$ cat src/rtl/addsub_cmp_seq_if.sv
// Operand/result bundle for addsub_cmp_seq: requester drives the
// operands and start, the adder returns the handshake and the flags.
interface addsub_cmp_seq_if #(
    parameter int WIDTH = 8
);
    logic             start;
    logic             sub;
    logic [WIDTH-1:0] a;
    logic [WIDTH-1:0] b;
    logic             busy;
    logic             done;
    logic [WIDTH-1:0] sum;
    logic             carry;
    logic             error;
    logic             gt;
    logic             ls;
    logic             eq;

    modport master (
        output start, sub, a, b,
        input  busy, done, sum, carry, error, gt, ls, eq
    );

    modport slave (
        input  start, sub, a, b,
        output busy, done, sum, carry, error, gt, ls, eq
    );
endinterface

$ cat src/rtl/addsub_cmp_seq.sv
// Multi-cycle signed add/sub with overflow and three-way compare flags.
// CHUNK bits are added per clock; all results update together at done.
module addsub_cmp_seq #(
    parameter int WIDTH = 8,
    parameter int CHUNK = 2
) (
    input logic              clk,
    input logic              rst,
    addsub_cmp_seq_if.slave  bus
);
    localparam int NCHUNK = WIDTH / CHUNK;
    localparam int IW     = (NCHUNK > 1) ? $clog2(NCHUNK) : 1;
    localparam logic [IW-1:0] IDX_LAST = IW'(NCHUNK - 1);

    typedef enum logic {IDLE, RUN} state_t;

    state_t           state_q, state_d;
    logic [WIDTH-1:0] a_q, a_d, b_q, b_d, res_q, res_d, sum_q, sum_d;
    logic [IW-1:0]    idx_q, idx_d;
    logic             cy_q, cy_d;
    logic             carry_q, carry_d, error_q, error_d;
    logic             gt_q, gt_d, ls_q, ls_d, eq_q, eq_d, done_q, done_d;

    logic [CHUNK-1:0] a_c, b_c;
    logic [CHUNK:0]   csum;
    logic [WIDTH-1:0] part;
    logic             cin_msb, ovf, ls_n, eq_n;

    always_comb begin
        a_c  = a_q[idx_q*CHUNK +: CHUNK];
        b_c  = b_q[idx_q*CHUNK +: CHUNK];
        csum = {1'b0, a_c} + {1'b0, b_c} + {{CHUNK{1'b0}}, cy_q};
        part = res_q;
        part[idx_q*CHUNK +: CHUNK] = csum[CHUNK-1:0];
        // Carry into the chunk's top bit, recovered from its sum bit and operand bits.
        cin_msb = a_c[CHUNK-1] ^ b_c[CHUNK-1] ^ csum[CHUNK-1];
        ovf     = cin_msb ^ csum[CHUNK];
        ls_n    = part[WIDTH-1] ^ ovf;
        eq_n    = (part == '0) && !ovf;
    end

    always_comb begin
        state_d = state_q;
        a_d     = a_q;
        b_d     = b_q;
        cy_d    = cy_q;
        idx_d   = idx_q;
        res_d   = res_q;
        sum_d   = sum_q;
        carry_d = carry_q;
        error_d = error_q;
        gt_d    = gt_q;
        ls_d    = ls_q;
        eq_d    = eq_q;
        done_d  = 1'b0;
        case (state_q)
            IDLE: begin
                if (bus.start) begin
                    a_d     = bus.a;
                    b_d     = bus.b ^ {WIDTH{bus.sub}};
                    cy_d    = bus.sub;
                    idx_d   = '0;
                    state_d = RUN;
                end
            end
            RUN: begin
                res_d = part;
                cy_d  = csum[CHUNK];
                idx_d = idx_q + 1'b1;
                if (idx_q == IDX_LAST) begin
                    state_d = IDLE;
                    sum_d   = part;
                    carry_d = csum[CHUNK];
                    error_d = ovf;
                    ls_d    = ls_n;
                    eq_d    = eq_n;
                    gt_d    = !ls_n && !eq_n;
                    done_d  = 1'b1;
                end
            end
            default: state_d = IDLE;
        endcase
    end

    always_ff @(posedge clk) begin
        if (rst) begin
            state_q <= IDLE;
            a_q     <= '0;
            b_q     <= '0;
            cy_q    <= 1'b0;
            idx_q   <= '0;
            res_q   <= '0;
            sum_q   <= '0;
            carry_q <= 1'b0;
            error_q <= 1'b0;
            gt_q    <= 1'b0;
            ls_q    <= 1'b0;
            eq_q    <= 1'b0;
            done_q  <= 1'b0;
        end else begin
            state_q <= state_d;
            a_q     <= a_d;
            b_q     <= b_d;
            cy_q    <= cy_d;
            idx_q   <= idx_d;
            res_q   <= res_d;
            sum_q   <= sum_d;
            carry_q <= carry_d;
            error_q <= error_d;
            gt_q    <= gt_d;
            ls_q    <= ls_d;
            eq_q    <= eq_d;
            done_q  <= done_d;
        end
    end

    assign bus.busy  = (state_q == RUN);
    assign bus.done  = done_q;
    assign bus.sum   = sum_q;
    assign bus.carry = carry_q;
    assign bus.error = error_q;
    assign bus.gt    = gt_q;
    assign bus.ls    = ls_q;
    assign bus.eq    = eq_q;
endmodule

$ cat src/flat_wrapper.sv
// flat-port wrapper written by rule: the top's interface ports become plain ports
module addsub_cmp_seq_flat 
#(
    parameter int WIDTH = 8,
    parameter int CHUNK = 2
)
  (clk, rst, bus_start, bus_sub, bus_a, bus_b, bus_busy, bus_done, bus_sum, bus_carry, bus_error, bus_gt, bus_ls, bus_eq);
  addsub_cmp_seq_if #(.WIDTH(WIDTH)) bus_i ();
  input logic clk;
  input logic rst;
  input wire logic [$bits(bus_i.start)-1:0] bus_start;
  input wire logic [$bits(bus_i.sub)-1:0] bus_sub;
  input wire logic [$bits(bus_i.a)-1:0] bus_a;
  input wire logic [$bits(bus_i.b)-1:0] bus_b;
  output wire logic [$bits(bus_i.busy)-1:0] bus_busy;
  output wire logic [$bits(bus_i.done)-1:0] bus_done;
  output wire logic [$bits(bus_i.sum)-1:0] bus_sum;
  output wire logic [$bits(bus_i.carry)-1:0] bus_carry;
  output wire logic [$bits(bus_i.error)-1:0] bus_error;
  output wire logic [$bits(bus_i.gt)-1:0] bus_gt;
  output wire logic [$bits(bus_i.ls)-1:0] bus_ls;
  output wire logic [$bits(bus_i.eq)-1:0] bus_eq;
  assign bus_i.start = bus_start;
  assign bus_i.sub = bus_sub;
  assign bus_i.a = bus_a;
  assign bus_i.b = bus_b;
  assign bus_busy = bus_i.busy;
  assign bus_done = bus_i.done;
  assign bus_sum = bus_i.sum;
  assign bus_carry = bus_i.carry;
  assign bus_error = bus_i.error;
  assign bus_gt = bus_i.gt;
  assign bus_ls = bus_i.ls;
  assign bus_eq = bus_i.eq;
  addsub_cmp_seq #(.WIDTH(WIDTH), .CHUNK(CHUNK)) u_core (.clk(clk), .rst(rst), .bus(bus_i));
endmodule
$ cat config.mk
export PLATFORM = sky130hd
export DESIGN_NAME = addsub_cmp_seq_flat
export DESIGN_NICKNAME = d
export VERILOG_FILES = /design/src/rtl/addsub_cmp_seq_if.sv /design/src/rtl/addsub_cmp_seq.sv /design/src/flat_wrapper.sv
export SDC_FILE = /design/constraint.sdc
export NUM_CORES = 1
export LEC_CHECK = 0
export CAP_MARGIN = 20
export CORE_MARGIN = 2
export CORE_UTILIZATION = 50
export DETAILED_ROUTE_END_ITERATION = 6
export GPL_TIMING_DRIVEN = 0
export PLACE_DENSITY = 0.79
export RECOVER_POWER = 25
export SLEW_MARGIN = 20
export SYNTH_ARGS = -nofsm -noshare
export SYNTH_HDL_FRONTEND = slang
export SYNTH_SLANG_ARGS = --single-unit
$ cat constraint.sdc
create_clock -name clk -period 5.9 [get_ports clk]
set_clock_uncertainty 0.2 [all_clocks]
set_input_delay 1.18 -clock clk [delete_from_list [all_inputs] [get_ports clk]]
set_output_delay 1.18 -clock clk [all_outputs]
set_load 0.01 [all_outputs]
### Yosys cells after proc, flatten, opt, wreduce, memory -nomap -nowiden

Index checks and enable logic that the tools add are counted.

* output and inout bits: 15
* register bits: 42
* logic and storage cells: 47
* input bits: 20

* reduce and logical (&&, ||, !) cells: 9
* muxes and demuxes: 9
* eq/ne operators: 2
* $add $sub $neg: 4
* bitwise gates (word level): 6
* shift operators: 4

Operator list (count)
* $neg 3->34: 1
* $shift 2x34->8 const A: 1
* $shiftx 2x34->8: 1
* $shiftx 8x4->2: 2
* $bwmux 8: 1
* $logic_not 8->1: 1
* $xor 8x8->8: 1
* $mux 1: 4
* $pmux 1 s2: 2
* $pmux 2 s2: 1
* $reduce_and 2->1: 2
* $xor 1x1->1: 4
* $add 2x2->3: 1
* $add 3x1->3: 1
* $logic_not 1->1: 3
* $add 2x1->2 const B: 1
* $eq 2x2->1 const B: 1
* $logic_and 1x1->1: 2
* $mux 2: 1
* $ne 2x2->1 const B: 1
* $reduce_or 2->1: 1
* $not 1->1: 1

### Longest topological paths before layout

Gate-level depths: netlist (run 1).

* depth in word-level cells: 9
* mapped depth: 9

### Worst setup path after synthesis (run 1)

OpenSTA, ideal clock, no wires.

* path kind: reg-to-reg
* start: register u_core.idx_q[1]
* end: register u_core.gt_q (netlist: u_core.bus.gt)
* stages on the path, launching flop included: 9
* arrival: 2.743 ns
* setup time: 0.127 ns
* clock period less this slack: 3.070 ns
* slack: 2.830 ns
* buffers on the path: 0
* required time: 5.573 ns
* path through: dfxtp_1 > mux4_2 > fa_1 > fa_1 > xor2_1 > xnor2_1 > nand4_1 > nor3_2 > o41ai_2

* word-level cells in the longest chain between the ends: 9
* elaborated cells on any way between the ends: 20

RTL lines
* from (decl): line addsub_cmp_seq.sv:19 `logic [IW-1:0] idx_q, idx_d;`
* from (signal assigned): line addsub_cmp_seq.sv:105 `idx_q <= idx_d;`
* $shiftx 8x4->2, on equally long branches: line addsub_cmp_seq.sv:30, addsub_cmp_seq.sv:31
* $add 2x2->3: line addsub_cmp_seq.sv:32 `csum = {1'b0, a_c} + {1'b0, b_c} + {{CHUNK{1'b0}}, cy_q};`
* $add 3x1->3: line addsub_cmp_seq.sv:32
* $shiftx 2x34->8 or $xor 1x1->1 (tied branches): line addsub_cmp_seq.sv:34, addsub_cmp_seq.sv:36
* $bwmux 8 or $xor 1x1->1 (tied branches): line addsub_cmp_seq.sv:34, addsub_cmp_seq.sv:37
* $logic_not 8->1 or $logic_not 1->1 (tied branches): line addsub_cmp_seq.sv:39 `eq_n = (part == '0) && !ovf;`
* $logic_and 1x1->1: line addsub_cmp_seq.sv:39
* $logic_not 1->1: line addsub_cmp_seq.sv:77 `gt_d = !ls_n && !eq_n;`
* $logic_and 1x1->1: line addsub_cmp_seq.sv:77
* to (signal assigned): line addsub_cmp_seq.sv:110 `gt_q <= gt_d;`
* to (decl): line addsub_cmp_seq.sv:22 `logic gt_q, gt_d, ls_q, ls_d, eq_q, eq_d, done_q, done_d;`

Parallel ways exist; a longest one is shown, timed or not.
A chain may end at the register's enable or synchronous reset.

### Worst setup path in the final report (run 1)

Ends and elaborated chain as after synthesis.

==> results.cfg, run 1 <==
[clock_network]
cts.clk_slew.worst_paths_ns = 0.08
cts_made_buffers = 5
clock_path_buffers = 2
cts_root_buffer = clkbuf_8
clkLatencyLatePin_ns = 0.30
cts_resized = 0
cts.sinks = 42
cts_tree = built
postCtsHoldBufs = 0
postCtsSetupBuffers = 0
htreeDepth = 2

[logic_synthesis]
synth_area_leaders = dfxtp_1, a211oi_1, nor2_1, mux4_2, ha_1
yosysTopAreaCell = dfxtp_1
ys_ff_latch = 42
yosysSeqAreaShare_pct = 42.18
ys.warnings.count = 0
synth-adder-area-share_pct = 6.403
synth.net_count = 244
yosys-mux-area-fraction_pct = 5.022
synth_compound_area_share_pct = 18.02
avgSynthCellArea_um2 = 9.271
synth-simple-area-share_pct = 19.15
ys_types = 35
synth.top_cell.area_share_pct = 42.18
synth_area_mm2 = 0.001993
synth_top_family_by_area = simple AND/OR/NAND/NOR gates
netlist_instances = 215
synth_xor_area_share_pct = 4.834

[sta]
tightest_slew_ns = 0.4891
max_freq_mhz = 282.8
finalHoldViolCount = 0
finalSetupTns_ns = 0
post-route-period-util_pct = 59.93
setup_viol = 0
slew_headroom_pct = 67.40
rsz0062_at_grt = false
slew_viol_final = 0
period_needed_ns = 3.536
finalWorstSetupSlack_ns = 2.364

[pwr]
power.leakage_nw = 0.9210
combPwrFrac_pct = 19.5
pwr-share-clk_pct = 30.8
seqPwrFrac_pct = 49.6
ir_worst_vdd_uv = 157.3
p_sw_share_pct = 27.41
p_per_area_mw_per_mm2 = 249.3
intPower_mw = 0.4456
p_sw_mw = 0.1683

[global_routing]
antenna_found_initial = 0
track_usage_pct = 20.88
grt_pass1_wl_um = 6941
grt_pass1_vias = 1553
met3_usage_pct = 4.167
grt_max_degree = 13
use_met2_pct = 35.52
top_usage_layer = met2
grt_overflow_total = 0
met1_usage_pct = 25.40

[drt]
viasPerCell = 5.363
drt_first_pass_iters = 4
wl_um = 4028
vias = 1625
wl_per_cell_um = 13.29
first_iter_violations = 92
drc_errors = 0
ant_nets = 0

[floorplanning]
dieArea_mm2 = 0.004507
die_y_um = 67.14
row_count = 22
die_width_um = 67.14
boundaryPins = 35
start_util_pct = 53.24
core_area_mm2 = 0.003744

[placement]
portBuffers = 32
dp_slack_ns = 2.385
gp_congestion = 0.7828
hpwlAfterDp_um = 3009

[setup_path]
crit_type = flop to flop
cpPeakStageDelay_ns = 0.59
worstPathArrival_ns = 3.51
path_max_fanout = 8
critPathCaptureType = flop
required_ns = 5.88
crit_slowest_cell = mux4_2
startpoint_type = flop
worstPathCellList = mux4_2 -> fa_1 -> fa_1 -> xor2_1 -> xnor2_1 -> nand4_1 -> nor3_2 -> o41ai_2
r2r_slack_ns = 2.36
crit_path_frequent_cell = fa_1

[flow_run]
cap_violations = 0

[finish]
diodes = 0
nFillCells = 348
drive_gt1_share_pct = 9.412
nNetsFinal = 283
syn_to_final_growth_pct = 23.54
postLayoutCoreUtil_pct = 65.78

[status]
status = complete, no violations

[hold_path]
hold_class = flop to flop
-- sequential cells by signal, summed over array words and instances (netlist names) --
name and flops:
u_core.a_q 8, u_core.b_q 8, u_core.bus.busy 1, u_core.bus.carry 1, u_core.bus.done 1, u_core.bus.eq 1, u_core.bus.error 1, u_core.bus.gt 1
u_core.bus.ls 1, u_core.bus.sum 8, u_core.cy_q 1, u_core.idx_q 2, u_core.res_q 8
-- critical path, delay by kind of cell (launching register included) --
kind	cells	cell delay [ns]
AO/OA/AOI/OAI	1	0.10
XOR/XNOR	2	0.58
adder cells (fa/ha/maj)	2	1.00
flip-flops	1	0.57
multiplexers	1	0.59
AND/OR/NAND/NOR	2	0.37
-- per-stage QoR --
stage                     std cells  hold slack [ns]  instance area, µm²  total power [mW]
after global routing            303           0.2827                2462            0.6438
after CTS                       303           0.2589                2465            0.6195
after floorplan                 215           0.2331                1993            0.3968
after detailed placement        295           0.2478                2374            0.4320
final                           303           0.2552                2462            0.6139
after global placement          295           0.2439                2374            0.4287
-- kinds of logic after synthesis --
| kind of cell | Yosys count |
|---|---|
| xor+xnor | 11 |
| fa+ha+maj | 9 |
| flops | 42 |
| simple gates | 82 |
| buf+inv | 19 |
| mux | 5 |
| compound gates | 47 |
-- layout make-up --
type / count / area, µm² / area share (%)
multi-input cells: 154 / 1065 / 43.24
clock inverters: 1 / 5.005 / 0.2033
repair buffers: 32 / 320.3 / 13.01
flip-flops and latches: 42 / 840.8 / 34.15
well taps: 48 / 60.06 / 2.439
inverters: 3 / 11.26 / 0.4573
clock buffers: 7 / 86.33 / 3.506
plain buffers: 16 / 73.82 / 2.998
-- metal layers --
metal	vias up	part of all wire (%)
met5	-	0
met4	0	1.6
met3	5	4.7
met2	46	49
met1	753	45
li1	821	-
-- worst paths after layout --
path	startpoint	end	cells past startpoint
max reg2reg	u_core.idx_q[1]	u_core.bus.gt	8
min	u_core.a_q[3]	u_core.a_q[3]	2
max	u_core.idx_q[1]	u_core.bus.gt	8
min reg2reg	u_core.a_q[3]	u_core.a_q[3]	2
-- power by group through the flow --
stage               registers, mW  clock network (mW)  logic (mW)
global route                0.306               0.205       0.133
finish                      0.305               0.189       0.120
detailed placement          0.311                   0       0.121
CTS                         0.305               0.193       0.121
global placement            0.311                   0       0.118
floorplan                   0.309                   0      0.0875
-- layout by cell type, fill, tap and decap left out, types with 2 or more instances in the layout --
master,synthesis,routed
nor2b_1,9,9
a32oi_1,2,2
clkdlybuf4s50_1,0,27
a31oi_1,3,3
mux4_2,4,4
xnor2_1,9,9
nor2_1,35,35
a221oi_1,2,2
buf_2,7,5
a21oi_1,14,14
a211oi_1,20,20
dfxtp_1,42,42
nor3_1,5,5
inv_1,3,3
fa_1,2,2
nand2_1,23,23
dlygate4sd3_1,0,5
clkbuf_1,8,11
clkbuf_8,0,6
xor2_1,2,2
ha_1,7,7
nor2b_4,2,2
-- Yosys cell counts --
master,instances
a211oi_1,20
a21o_1,1
a21oi_1,14
a221oi_1,2
a31oi_1,3
a31oi_4,1
a32oi_1,2
a41oi_1,1
a41oi_2,1
and2_1,1
and3_1,1
buf_2,7
buf_6,1
clkbuf_1,8
dfxtp_1,42
fa_1,2
ha_1,7
inv_1,3
mux2i_1,1
mux4_2,4
nand2_1,23
nand2b_1,1
nand3_1,1
nand3b_1,1
nand4_1,1
nor2_1,35
nor2b_1,9
nor2b_4,2
nor3_1,5
nor3_2,1
nor3b_1,1
o221ai_2,1
o41ai_2,1
xnor2_1,9
xor2_1,2
No activity file was read; power rests on OpenSTA's default activity.
==> run 2, diff against run 1 <==
==> constraint.sdc (replaced) <==
create_clock -name clk -period 3.5 [get_ports clk]
set_clock_uncertainty 0.2 [all_clocks]
set_input_delay 0.7 -clock clk [delete_from_list [all_inputs] [get_ports clk]]
set_output_delay 0.7 -clock clk [all_outputs]
set_load 0.01 [all_outputs]
==> run 2 against run 1 <==
Compared with the run above: maximum frequency rose by 4.5%; critical path depth increased by 1; first-iteration DRC count decreased by 4.3%.
==> results.cfg, run 2 (synthesis gave the netlist of run 1 again) <==
[clock_network]
cts.clk_slew.worst_paths_ns = 0.08
clock_path_buffers = 2
cts_root_buffer = clkbuf_8
cts_tree = built
cts.sinks = 42
cts_made_buffers = 5
postCtsHoldBufs = 0
htreeDepth = 2
clkLatencyLatePin_ns = 0.30

[finish]
final_cell_mix = dfxtp_1, nor2_1, clkdlybuf4s50_1, nand2_1, a211oi_1
diodes = 0
fin_area_mm2 = 0.002486
syn_to_final_growth_pct = 24.73
nNetsFinal = 283
drive_gt1_share_pct = 10.98
final_common_cell = dfxtp_1

[drt]
wl_met2_um = 2041
viasPerCell = 5.376
first_iter_violations = 88
dr.max_layer_used = met4
wl_per_cell_um = 13.56
ant_nets = 0
vias = 1629
drt_first_pass_iters = 4
wl_um = 4108
dr_wl_met3_um = 216
drc_errors = 0
wirelength_met1_um = 1789

[pwr]
ir_worst_vdd_uv = 265.4
p_sw_mw = 0.2897
seqPwrFrac_pct = 49.0
power_mw = 1.048
pwr-share-clk_pct = 30.6
power.leakage_nw = 0.9262
p_sw_share_pct = 27.65
intPower_mw = 0.7582
p_per_area_mw_per_mm2 = 421.5
combPwrFrac_pct = 20.4

[floorplanning]
die_y_um = 67.14
die_width_um = 67.14
row_count = 22
core_area_mm2 = 0.003744
start_util_pct = 53.24
dieArea_mm2 = 0.004507
boundaryPins = 35

[setup_path]
critPathCaptureType = flop
required_ns = 3.50
startpoint_type = flop
cpPeakStageDelay_ns = 0.63
crit_slowest_cell = fa_2
path_max_fanout = 10
crit_type = flop to flop
worstPathCellList = buf_6 -> mux4_2 -> fa_1 -> fa_2 -> nor2b_4 -> a41oi_2 -> nand4_1 -> nor3_2 -> o41ai_2
worstPathArrival_ns = 3.39

[placement]
dpl_cell_area_mm2 = 0.002374
portBuffers = 32
hpwlAfterDp_um = 3009
gp_congestion = 0.7828

[global_routing]
grt_max_degree = 13
grt_overflow_total = 0
antenna_found_initial = 0
grt_pass1_wl_um = 6941
grt_pass1_vias = 1553
track_usage_pct = 20.88

[sta]
slew_headroom_pct = 66.95
tightest_slew_ns = 0.4957
max_freq_mhz = 295.4
post-route-period-util_pct = 96.72
slew_viol_final = 0
rsz0062_at_grt = false
finalHoldViolCount = 0
setup_viol = 0
period_needed_ns = 3.385

[hold_path]
hold_class = flop to flop

[status]
status = complete, no violations

[flow_run]
cap_violations = 0
run 2: final cells by class:
class / count / area (µm²)
clock buffers: 7 / 86.33
flip-flops and latches: 42 / 842.1
repair buffers: 32 / 320.3
multi-input cells: 154 / 1089
clock inverters: 1 / 5.005
well taps: 48 / 60.06
fillers: 341 / 1257
inverters: 3 / 11.26
plain buffers: 16 / 72.57
run 2: worst max-delay path, delay by kind of cell, from the launching register on:
kind / cells / cell delay (ns)
flops: 1 / 0.41
mux: 1 / 0.51
buf+inv: 1 / 0.18
compound gates: 2 / 0.45
simple gates: 3 / 0.47
fa+ha+maj: 2 / 1.05
run 2: worst paths after layout:
| path | depth (start not counted) | to | slack [ns] | start |
|---|---|---|---|---|
| max | 9 | u_core.bus.gt | 0.11 | u_core.idx_q[0] |
| min | 2 | u_core.bus.carry | 0.25 | u_core.bus.carry |
| min reg2reg | 2 | u_core.bus.carry | 0.25 | u_core.bus.carry |
| max reg2reg | 9 | u_core.bus.gt | 0.11 | u_core.idx_q[0] |
run 2: per-layer routing:
metal	vias up	global-route usage, %
li1	820	-
met1	757	25.40
met2	47	35.52
met3	5	4.167
met4	0	9.694
met5	-	0
run 2: what timing repair did:
action                     4_1_cts  5_1_grt
pin swaps                        0        1
buffers inserted                 0        0
setup endpoints to repair        3        3
gates cloned                     0        0
gates resized for setup          1        4
run 2: power by group through the flow:
stage	clock network, mW	logic (mW)	registers [mW]
6_report	0.320	0.214	0.514
4_1_cts	0.326	0.205	0.514
5_1_grt	0.345	0.235	0.516
3_5_place_dp	0	0.204	0.525
2_1_floorplan	0	0.147	0.522
3_3_place_gp	0	0.199	0.524
run 2: per-stage QoR:
stage	setup slack [ns]	hold WS (ns)	cells	util, %	TNS [ns]
6_report	0.1149	0.2528	303	66.41	0
5_1_grt	0.003336	0.2827	303	66.41	0
4_1_cts	0.04333	0.2589	303	65.88	0
3_5_place_dp	-0.01502	0.2478	295	63.40	-0.01502
3_3_place_gp	0.04826	0.2439	295	63.40	0
2_1_floorplan	0.4299	0.2331	215	-	0
==> run 3, diff against run 2 <==
--- a/config.mk
+++ b/config.mk
@@ -12,6 +12,7 @@
 export GPL_TIMING_DRIVEN = 0
 export PLACE_DENSITY = 0.79
 export RECOVER_POWER = 25
+export REMOVE_ABC_BUFFERS = 1
 export SLEW_MARGIN = 20
 export SYNTH_ARGS = -nofsm -noshare
 export SYNTH_HDL_FRONTEND = slang
==> run 3 against run 2 <==
Compared with the run above: core utilization is 1.3 points lower; total power is 2.6% higher; clock power rose by 13%; critical path type unchanged; largest cell class unchanged.
==> results.cfg, run 3 (synthesis gave the netlist of run 1 again) <==
[setup_path]
r2r_cells = 8
crit_type = flop to flop
crit_slowest_cell = fa_1
regToRegEndpoint = u_core.bus.gt
worstPathArrival_ns = 3.25
crit_family = adder cells
path_max_fanout = 8
startpoint_type = flop
r2r_slack_ns = 0.22
worst-path-buf-inv = 0
critPathCaptureType = flop
r2r_start = u_core.idx_q[1]
required_ns = 3.47
cpPeakStageDelay_ns = 0.56
worstPathCellList = mux4_2 -> fa_1 -> fa_1 -> nor2b_4 -> a31oi_4 -> o221ai_2 -> nor3_2 -> o41ai_2
crit_path_frequent_cell = fa_1

[status]
status = complete, no violations

[clock_network]
clock_path_buffers = 2
cts_root_buffer = clkbuf_8
clkLatencyLatePin_ns = 0.30
htreeDepth = 2
cts_made_buffers = 5
cts.sinks = 42
cts.clk_slew.worst_paths_ns = 0.08
cts_tree = built

[global_routing]
track_usage_pct = 19.51
grt_overflow_total = 0
grt_pass1_vias = 1517
grt_pass1_wl_um = 6644
grt_max_degree = 44
antenna_found_initial = 0

[pwr]
p_sw_mw = 0.2835
ir_worst_vdd_uv = 235.0
intPower_mw = 0.7911
p_per_area_mw_per_mm2 = 440.9
pwr-share-clk_pct = 33.6
combPwrFrac_pct = 17.8
power_mw = 1.075
power.leakage_nw = 0.9295
seqPwrFrac_pct = 48.6
p_sw_share_pct = 26.38

[floorplanning]
core_area_mm2 = 0.003744
die_y_um = 67.14
row_count = 22
boundaryPins = 35
die_width_um = 67.14
start_util_pct = 53.24
dieArea_mm2 = 0.004507

[sta]
max_freq_mhz = 304.7
setup_viol = 0
slew_headroom_pct = 40.41
finalHoldViolCount = 0
holdWs_ns = 0.2532
rsz0062_at_grt = false
finalWorstSetupSlack_ns = 0.2181
period_needed_ns = 3.282
tightest_slew_ns = 0.8927
slew_viol_final = 0
finalSetupTns_ns = 0
post-route-period-util_pct = 93.77

[placement]
portBuffers = 34
dpl_cell_area_mm2 = 0.002315
gp_congestion = 0.8210
hpwlAfterDp_um = 2545
dp.cells = 281
dp_slack_ns = -0.08083

[hold_path]
hold_end = u_core.bus.carry
hp-start = u_core.bus.carry
hold_class = flop to flop
min_path_cells = 2

[drt]
wl_um = 3801
wl_per_cell_um = 13.15
drc_errors = 0
first_iter_violations = 60
vias = 1553
drt_first_pass_iters = 4
viasPerCell = 5.374
ant_nets = 0

[finish]
post_layout_nonfiller_instances = 289
fin_area_mm2 = 0.002437
diodes = 0
nNetsFinal = 269
drive_gt1_share_pct = 9.959
syn_to_final_growth_pct = 22.29
final_cell_mix = dfxtp_1, nor2_1, nand2_1, clkdlybuf4s50_1, a211oi_1
postLayoutCoreUtil_pct = 65.11
final_common_cell = dfxtp_1

[flow_run]
cap_violations = 0
==> run 3: cell types whose count changed in the layout (fill, tap and decap cells not counted), moves of 2 or more <==
cell             change
buf_2                -3
clkbuf_8             +2
dlygate4sd3_1        +4
clkbuf_1            -12
clkdlybuf4s50_1      -3
==> run 3: layout make-up <==
class	count	area, µm²
well taps	48	60.06
repair buffers	34	335.3
inverters	3	11.26
flip-flops and latches	42	845.8
clock buffers	8	110.1
multi-input cells	154	1075
fillers	331	1306
==> run 3: worst min-delay path, stage by stage (launching register included) <==
cell     delay [ns]
dfxtp_1        0.31
nand2_1        0.05
a21oi_1        0.05
==> run 3: what timing repair did <==
action                                  CTS  global route
setup buffers                             0             0
pin swaps                                 0             0
hold buffers                              0             0
endpoints found under the setup margin    3             3
gates resized for setup                   2             2
==> run 3: worst max path at each step <==
stage,start,end,slack [ns],cells past startpoint
6_report,u_core.idx_q[1],u_core.bus.gt,0.22,8
5_1_grt,u_core.idx_q[1],u_core.bus.ls,0.03,8
4_1_cts,u_core.idx_q[0],u_core.bus.gt,0.09,8
3_5_place_dp,u_core.idx_q[0],u_core.bus.gt,-0.08,8
3_3_place_gp,u_core.idx_q[0],u_core.bus.gt,-0.10,8
2_1_floorplan,u_core.idx_q[0],u_core.bus.gt,0.34,8
==> run 3: power by group through the flow <==
| stage | clock network [mW] | registers, mW | logic [mW] |
|---|---|---|---|
| after floorplan | 0 | 0.527 | 0.128 |
| after global placement | 0 | 0.532 | 0.182 |
| after detailed placement | 0 | 0.533 | 0.185 |
| after CTS | 0.369 | 0.522 | 0.187 |
| after global routing | 0.390 | 0.526 | 0.213 |
| final | 0.361 | 0.522 | 0.191 |
==> run 3: per-layer routing <==
metal | vias up | track usage, % | part of all wire (%)
met4 | 0 | 9.949 | 1.4
met1 | 715 | 22.12 | 46
li1 | 803 | - | -
met2 | 31 | 32.92 | 49
met5 | - | 0 | 0
met3 | 4 | 6.167 | 3.6
